--- src/rtl/mem_arbiter.sv ---
// Shares one variable-latency memory bus between the fetch (FE) and data (MEM) ports.
// Data wins ties; a starvation guard and a bus timeout keep both ports making progress.
module mem_arbiter #(
    parameter int unsigned STARVE_LIMIT = 4,
    parameter int unsigned TIMEOUT      = 255
) (
    input  logic        clk,
    input  logic        reset,
    input  logic        fe_req,
    input  logic [31:0] fe_addr,
    output logic [31:0] fe_q,
    output logic        fe_done,
    input  logic        mem_req,
    input  logic        mem_we,
    input  logic [31:0] mem_addr,
    input  logic [31:0] mem_data,
    output logic [31:0] mem_q,
    output logic        mem_done,
    output logic        bus_start,
    output logic [31:0] bus_addr,
    output logic [31:0] bus_data,
    output logic        bus_we,
    input  logic [31:0] bus_q,
    input  logic        bus_done,
    output logic        bus_err
);
    typedef enum logic [1:0] {StIdle, StWait, StResp} state_e;

    state_e      state;
    logic        gnt_mem;
    logic [31:0] starve_cnt;
    logic [31:0] wait_cnt;
    logic        fe_starved;
    logic        mem_wins;
    logic        timed_out;
    logic [31:0] rsp_q;

    assign fe_starved = fe_req && (STARVE_LIMIT != 0) && (starve_cnt == STARVE_LIMIT);
    assign mem_wins   = mem_req && !fe_starved;
    assign timed_out  = (TIMEOUT != 0) && (wait_cnt == TIMEOUT - 1);
    // Writes return 0; an aborted transaction returns all ones.
    assign rsp_q      = !bus_done ? 32'hFFFF_FFFF : (bus_we ? 32'h0 : bus_q);

    always_ff @(posedge clk) begin
        if (reset) begin
            state      <= StIdle;
            gnt_mem    <= 1'b0;
            starve_cnt <= '0;
            wait_cnt   <= '0;
            fe_q       <= '0;
            fe_done    <= 1'b0;
            mem_q      <= '0;
            mem_done   <= 1'b0;
            bus_start  <= 1'b0;
            bus_addr   <= '0;
            bus_data   <= '0;
            bus_we     <= 1'b0;
            bus_err    <= 1'b0;
        end else begin
            bus_start <= 1'b0;
            fe_done   <= 1'b0;
            mem_done  <= 1'b0;
            unique case (state)
                StIdle: begin
                    if (mem_wins) begin
                        state     <= StWait;
                        gnt_mem   <= 1'b1;
                        bus_start <= 1'b1;
                        bus_addr  <= mem_addr;
                        bus_we    <= mem_we;
                        bus_data  <= mem_we ? mem_data : 32'h0;
                        if (fe_req && starve_cnt != STARVE_LIMIT) begin
                            starve_cnt <= starve_cnt + 1;
                        end
                    end else if (fe_req) begin
                        state      <= StWait;
                        gnt_mem    <= 1'b0;
                        bus_start  <= 1'b1;
                        bus_addr   <= fe_addr;
                        bus_we     <= 1'b0;
                        bus_data   <= 32'h0;
                        starve_cnt <= '0;
                    end
                    if (!fe_req) begin
                        starve_cnt <= '0;
                    end
                end
                StWait: begin
                    if (bus_done || timed_out) begin
                        state <= StResp;
                        if (gnt_mem) begin
                            mem_q    <= rsp_q;
                            mem_done <= 1'b1;
                        end else begin
                            fe_q    <= rsp_q;
                            fe_done <= 1'b1;
                        end
                        if (!bus_done) begin
                            bus_err <= 1'b1;
                        end
                    end
                    if (!bus_done) begin
                        wait_cnt <= wait_cnt + 1;
                    end
                end
                StResp: begin
                    wait_cnt <= '0;
                    state    <= StIdle;
                end
                default: state <= StIdle;
            endcase
        end
    end
endmodule
--- config.mk ---
export PLATFORM = sky130hd
export DESIGN_NAME = mem_arbiter
export DESIGN_NICKNAME = d
export VERILOG_FILES = /design/src/rtl/mem_arbiter.sv
export SDC_FILE = /design/constraint.sdc
export NUM_CORES = 1
export LEC_CHECK = 0
export CORE_ASPECT_RATIO = 0.6
export CORE_MARGIN = 2
export CORE_UTILIZATION = 57
export CTS_CLUSTER_SIZE = 40
export DETAILED_ROUTE_END_ITERATION = 16
export DONT_BUFFER_PORTS = 1
export GPL_TIMING_DRIVEN = 0
export PLACE_DENSITY = 0.74
export REMOVE_ABC_BUFFERS = 1
export SYNTH_ARGS = -nofsm -noshare
export SYNTH_HDL_FRONTEND = slang
export SYNTH_SLANG_ARGS = --single-unit
--- constraint.sdc ---
create_clock -name clk -period 2.32 [get_ports clk]
set_input_delay 0.116 -clock clk [delete_from_list [all_inputs] [get_ports clk]]
set_output_delay 0.116 -clock clk [all_outputs]
set_load 0.05 [all_outputs]
[Word-level counts from Yosys, hierarchy flattened]
Cells that the tools add are included.
Storage, ports and cells
  output and inout port bits: 133
  register bits: 200
Operators by class
  reduce and logical (&&, ||, !) cells: 17
  equality and inequality tests: 9
  bitwise logic cells: 5
  $add $sub $neg: 2
  multiplexer cells: 23
Operators by type and width (count)
  2-to-1 mux 32 bit: 11
  adder 32 x 1 -> 32 bit (second input constant): 2
  case mux 32 bit (2 select lines): 1
  equality test 32 x 3 -> 1 bit (second input constant): 1
  equality test 32 x 8 -> 1 bit (second input constant): 1
  inequality test 32 x 3 -> 1 bit (second input constant): 1
  AND reduction 3 bit: 3
  AND reduction 2 bit: 4
  2-to-1 mux 1 bit: 7
  2-to-1 mux 2 bit: 3
  NOT 1 bit: 5
  inequality test 2 bit (second input constant): 2
  case mux 2 bit (2 select lines): 1
  nonzero test 2 bit: 2
  logical AND 1 bit: 3
  inequality test 3 x 2 -> 1 bit (second input constant): 1
  inequality test 3 bit (second input constant): 1
  OR reduction 3 bit: 1
  equality test 2 x 1 -> 1 bit (second input constant): 1
  equality test 2 bit (second input constant): 1
  zero test 2 bit: 1
  OR reduction 2 bit: 1
  zero test 1 bit: 1
  logical OR 1 bit: 1

[Logic depth before layout (Yosys ltp)]
  depth in word-level cells: 6
  depth in mapped cells: 8

[Least setup slack after synthesis]
No wires, ideal clock.
  path type: register -> register
  start: register state[0]
  end: register wait_cnt[22]
  slack: 0.163 ns
  arrival time: 2.090 ns
  clock period less this slack: 2.157 ns
  required time: 2.253 ns
  stages on the path, launching flop included: 8
  cells stage by stage: dfxtp_1 -> buf_4 -> or3b_4 -> or4_4 -> buf_6 -> or3_1 -> or2_1 -> a21oi_2
On the way
  word-level cells in the longest chain between the ends: 3
Ends and longest elaborated chain
  start, declared: RTL line 29  | state_e state;
  start signal, assigned: RTL line 46  | state <= StIdle;
  start signal, assigned: RTL line 66  | state <= StWait;
  start signal, assigned: RTL line 76  | state <= StWait;
  equality test 2 x 1 -> 1 bit / equality test 2 bit (equally long branches): RTL line 63  | unique case (state)
  inequality test 2 bit (no line) / nonzero test 2 bit (equally long branches)
  AND reduction 2 bit (no line)
  end signal, assigned: RTL line 103  | wait_cnt <= wait_cnt + 1;
  end, declared: RTL line 32  | logic [31:0] wait_cnt;
Parallel ways exist; a longest one is shown, timed or not.
A chain may end at the register's enable or synchronous reset.

[Final worst setup path]
  start: register starve_cnt[0]
  end: register bus_addr[25]
On the way
  word-level cells in the longest chain between the ends: 6
Ends and longest elaborated chain
  start, declared: RTL line 31  | logic [31:0] starve_cnt;
  start signal, assigned: RTL line 73  | starve_cnt <= starve_cnt + 1;
  equality test 32 x 3 -> 1 bit *: RTL line 38  | assign fe_starved = fe_req && (STARVE_LIMIT != 0) && (starve_cnt == STARVE_LIMIT);
  logical AND 1 bit *: RTL line 38
  zero test 1 bit *: RTL line 39  | assign mem_wins = mem_req && !fe_starved;
  logical AND 1 bit *: RTL line 39
  nonzero test 2 bit (no line)
  AND reduction 2 bit (no line)
  end signal, assigned: RTL line 69  | bus_addr <= mem_addr;
  end signal, assigned: RTL line 79  | bus_addr <= fe_addr;
  end, declared: RTL line 20  | output logic [31:0] bus_addr,
Every way passes the cells marked *; elsewhere a longest branch is shown, timed or not.

==> results.txt <==
After detailed routing, the number of remaining DRC violations is 0. The I/O pin total is 267. The analysis attributes to cell leakage a power of 4.00 nW. The number of antenna violations at the first check in global routing is 5. The most numerous cell type found on the critical path is buf_12.

In this run the remaining antenna-violating nets after routing total 0. The class of the worst hold path is in -> reg. After synthesis, the largest area contributor takes up 49.9% of total cell area. The net switching power of the design is 0.00248 W. The global-route wire length before repair is 39.0 mm. Sorting the synthesized cells by area gives the leading types as dfxtp_1 (50%), o21a_1 (6.0%), a21oi_1 (5.1%), nand2_1 (4.0%), mux2i_1 (4.0%). The largest individual stage delay along the critical path comes from the cell dfxtp_1.

The data arrival time at the worst-slack endpoint is 2.58 ns. Adding up every negative setup slack in the final design gives 0 ns. The clock net in this run drives a total of 200 sinks. The synthesized area is 8020 um^2. The worst-case vdd ir drop came out at 0.587 mV. Along the worst path, the maximum fanout reaches 13. The detailed placement HPWL came out at 15.6 mm. For this block, the routed nets add up to 26.8 mm of wire. Per report_power, the clock group accounts for 38.3% of the total.

The floorplan step set the die height to 95.9 um. The period utilization is 98.4%. The total number of vias is 7519.

The combined buffer and inverter count along the critical path came out at 3. Walking the worst path, the cells encountered are inv_2, ha_1, nor4bb_2, nand4_1, o21ai_4, buf_12, buf_12, mux2i_1, o21ai_0. The total count of hold-check failures in the final report came out at 0. The cell-internal power came out at 0.00549 W. The TritonCTS buffer count came out at 17. CTS placed an instance of clkbuf_16 at the clock tree root.

The start point of the critical path is starve_cnt[0]. The clock input transition at the sequential cells of the worst setup and hold paths is 0.08 ns. The clock period could shrink to 2.28 ns. The synthesized area per cell came out at 9.18 um^2. The total overflow left after global routing is 0. The number of synthesized flops with an enable pin came out at 0. Counting flops with an async set or reset pin after synthesis yields a share of 0%. After detailed routing, the average wire length per cell comes to 22.2 um. In this run the standard cell core region covers 13700 um^2. Compared with the post-synthesis result, the final layout area differs by 30.9%. The count of endpoints failing setup in the final report is 0. The largest delay contributor family on the critical path is simple AND/OR/NAND/NOR gates. The number of synthesis warnings came out at 0.

At the later pin of the worst-skew pair, clock insertion delay measures 0.45 ns. For the pin with the worst max-slew slack, the measured transition is 1.04 ns. The number of H-tree levels came out at 4. The final instance area is 10500 um^2. The flip-flop and latch count after synthesis came out at 200. The share of total power in combinational logic is 9.2%. The filler-free cell count of the finished design is 1208. The final layout net count is 1137. The sort of element at the end of the critical path is a flip-flop. The max-slew violation total from the final report came out at 0. The largest net degree at the start of global routing is 103. The peak per-stage delay on the critical path is 0.36 ns. The most common cell in the synthesized netlist is dfxtp_1. The die covers 15100 um^2.

TritonCTS built the clock tree. The number of violations of the max-capacitance limit came out at 0. Port buffering added 0 buffers. The share of total power in sequential cells is 52.5%. The startpoint identified for the worst register-to-register timing path is starve_cnt[0]. After synthesis, the most frequently instantiated cells are dfxtp_1 (200), nand2_1 (86), a21oi_1 (81), nor2_1 (66), o21a_1 (64).

Of the cells placed in the final design, the portion with a size suffix greater than 1 is 9.99%. Dividing total power by cell area gives a power density of 758 nW/um^2. The post-synthesis sequential area ratio is 49.9%. The count of TritonRoute iterations in the first routing pass came out at 5. The global-route total usage across every layer came out at 33.6%. Counting distinct cell types in the post-synthesis netlist gives 54. The initial DRC count came out at 677. The floorplan die width came out at 157 um. Once placement finished, the instance area stood at 8240 um^2. The post-placement cell count is 1022. The startpoint class of the critical path is a flip-flop. The final estimated routing congestion in global placement is 0.864. The per-cell via count in the routed design came out at 6.22.

The maximum count of clock buffers along a single path came out at 2. The hold path startpoint is mem_we. The post-synthesis cell count came out at 874. By startpoint and endpoint, the worst setup path is classified as reg -> reg. The starting utilization of the core area is 58.5%. For this run, the top clock speed supported by timing is 0.438 GHz. The headroom to the max-slew limit is 30.8%. The flow ran to the end, and the final reports show no timing, DRC or antenna violations. The commonest register cell after synthesis is dfxtp_1. dfxtp_1 takes more of the synthesized area than any other cell. The number of filler instances in the final layout is 853. The via count of the first global-routing pass is 7238. The required time reported for the critical path endpoint is 2.62 ns. Net switching is 31.1% of the power. The post-route clock skew is 0.0229 ns. The placement row count came out at 33.
==> worst reg2reg max path, cell delays in order, from the launching register on <==
cell and delay (ns):
dfxtp_1 0.36, inv_2 0.11, ha_1 0.15, nor4bb_2 0.27, nand4_1 0.25, o21ai_4 0.31, buf_12 0.16, buf_12 0.16
mux2i_1 0.25, o21ai_0 0.13
==> stage by stage <==
step / util, % / power, W / hold WS (ns) / worst slack, ns
after floorplan: - / 0.00451 / 0.178 / -2.43
after global placement: 58.7 / 0.00462 / 0.199 / -3.98
after detailed placement: 60.1 / 0.00467 / 0.199 / -0.421
after CTS: 75.2 / 0.00785 / 0.00235 / 0.0132
after global routing: 76.6 / 0.00815 / 0.0161 / -0.0259
final: 76.6 / 0.00796 / 0.0203 / 0.0373
==> power by group through the flow <==
stage	Sequential [W]	Combinational (W)	Clock (W)
detailed placement	0.00424	0.000426	0
global placement	0.00424	0.000381	0
floorplan	0.00419	0.000316	0
finish	0.00418	0.000736	0.00305
global route	0.00419	0.000782	0.00318
CTS	0.00416	0.000657	0.00303
==> worst paths after layout <==
path | to | depth (start not counted) | slack [ns]
worst max-delay path | bus_addr[25] | 9 | 0.04
worst min-delay path | bus_we | 3 | 0.02
worst max register to register | bus_addr[25] | 9 | 0.04
worst min register to register | wait_cnt[26] | 1 | 0.52
==> flip-flops by register name, indices dropped and copies added, names as in the netlist <==
signal / count
fe_q: 32
bus_data: 32
bus_we: 1
mem_done: 1
bus_addr: 32
wait_cnt: 32
starve_cnt: 32
state: 2
bus_err: 1
bus_start: 1
fe_done: 1
mem_q: 32
gnt_mem: 1
==> cell families (layout without fill, tap and decap cells) <==
family | after synthesis | count (layout) | synth area share (%)
buf+inv | 65 | 202 | 3.23
simple gates | 291 | 291 | 18.4
xor+xnor | 39 | 39 | 4.26
flops | 200 | 200 | 49.9
mux | 35 | 35 | 4.41
fa+ha+maj | 4 | 4 | 0.624
compound gates | 240 | 240 | 19.2
other cells | 0 | 5 | 0
==> per-layer routing <==
layer  vias up  part of all wire [%]  track usage (%)
met1      3646                    38             39.2
met4         0                   4.4             19.2
li1       3387                     -                -
met2       394                    49             55.5
met3        92                   8.8             10.8
met5         -                     0                0
==> cell type report <==
| cell class | instances | area [um^2] | share of cell area [%] |
|---|---|---|---|
| clock buffers | 17 | 425 | 4.05 |
| flip-flops and latches | 200 | 4010 | 38.2 |
| clock inverters | 14 | 186 | 1.77 |
| diodes | 5 | 12.5 | 0.119 |
| inverters | 11 | 41.3 | 0.393 |
| repair buffers | 160 | 1680 | 16.0 |
| multi-input cells | 609 | 3910 | 37.2 |
| well taps | 192 | 240 | 2.29 |
==> what timing repair did <==
action | in CTS | in global routing
setup endpoints to repair | 116 | 143
pin swaps | 5 | 8
gates cloned | 0 | 1
hold buffers | 130 | 0
resized for setup | 10 | 19
buffers inserted | 9 | 10
hold endpoints to repair | 158 | 0
==> cell usage in the layout (no fill, tap or decap), types with 6 or more instances in the layout <==
master,count
buf_4,17
mux2i_1,29
xor2_1,23
nor3_1,7
o21a_1,64
or3_1,6
clkbuf_16,18
and4_1,8
nor4_1,13
nand4_1,23
nand4b_1,6
o31ai_1,6
nor2_1,63
xnor2_1,16
and3_1,8
a21oi_1,81
nand3_1,29
dlygate4sd3_1,129
dfxtp_1,197
inv_1,10
a22o_1,32
nand2_1,86
o21ai_0,38
No activity file was read; power rests on OpenSTA's default activity.
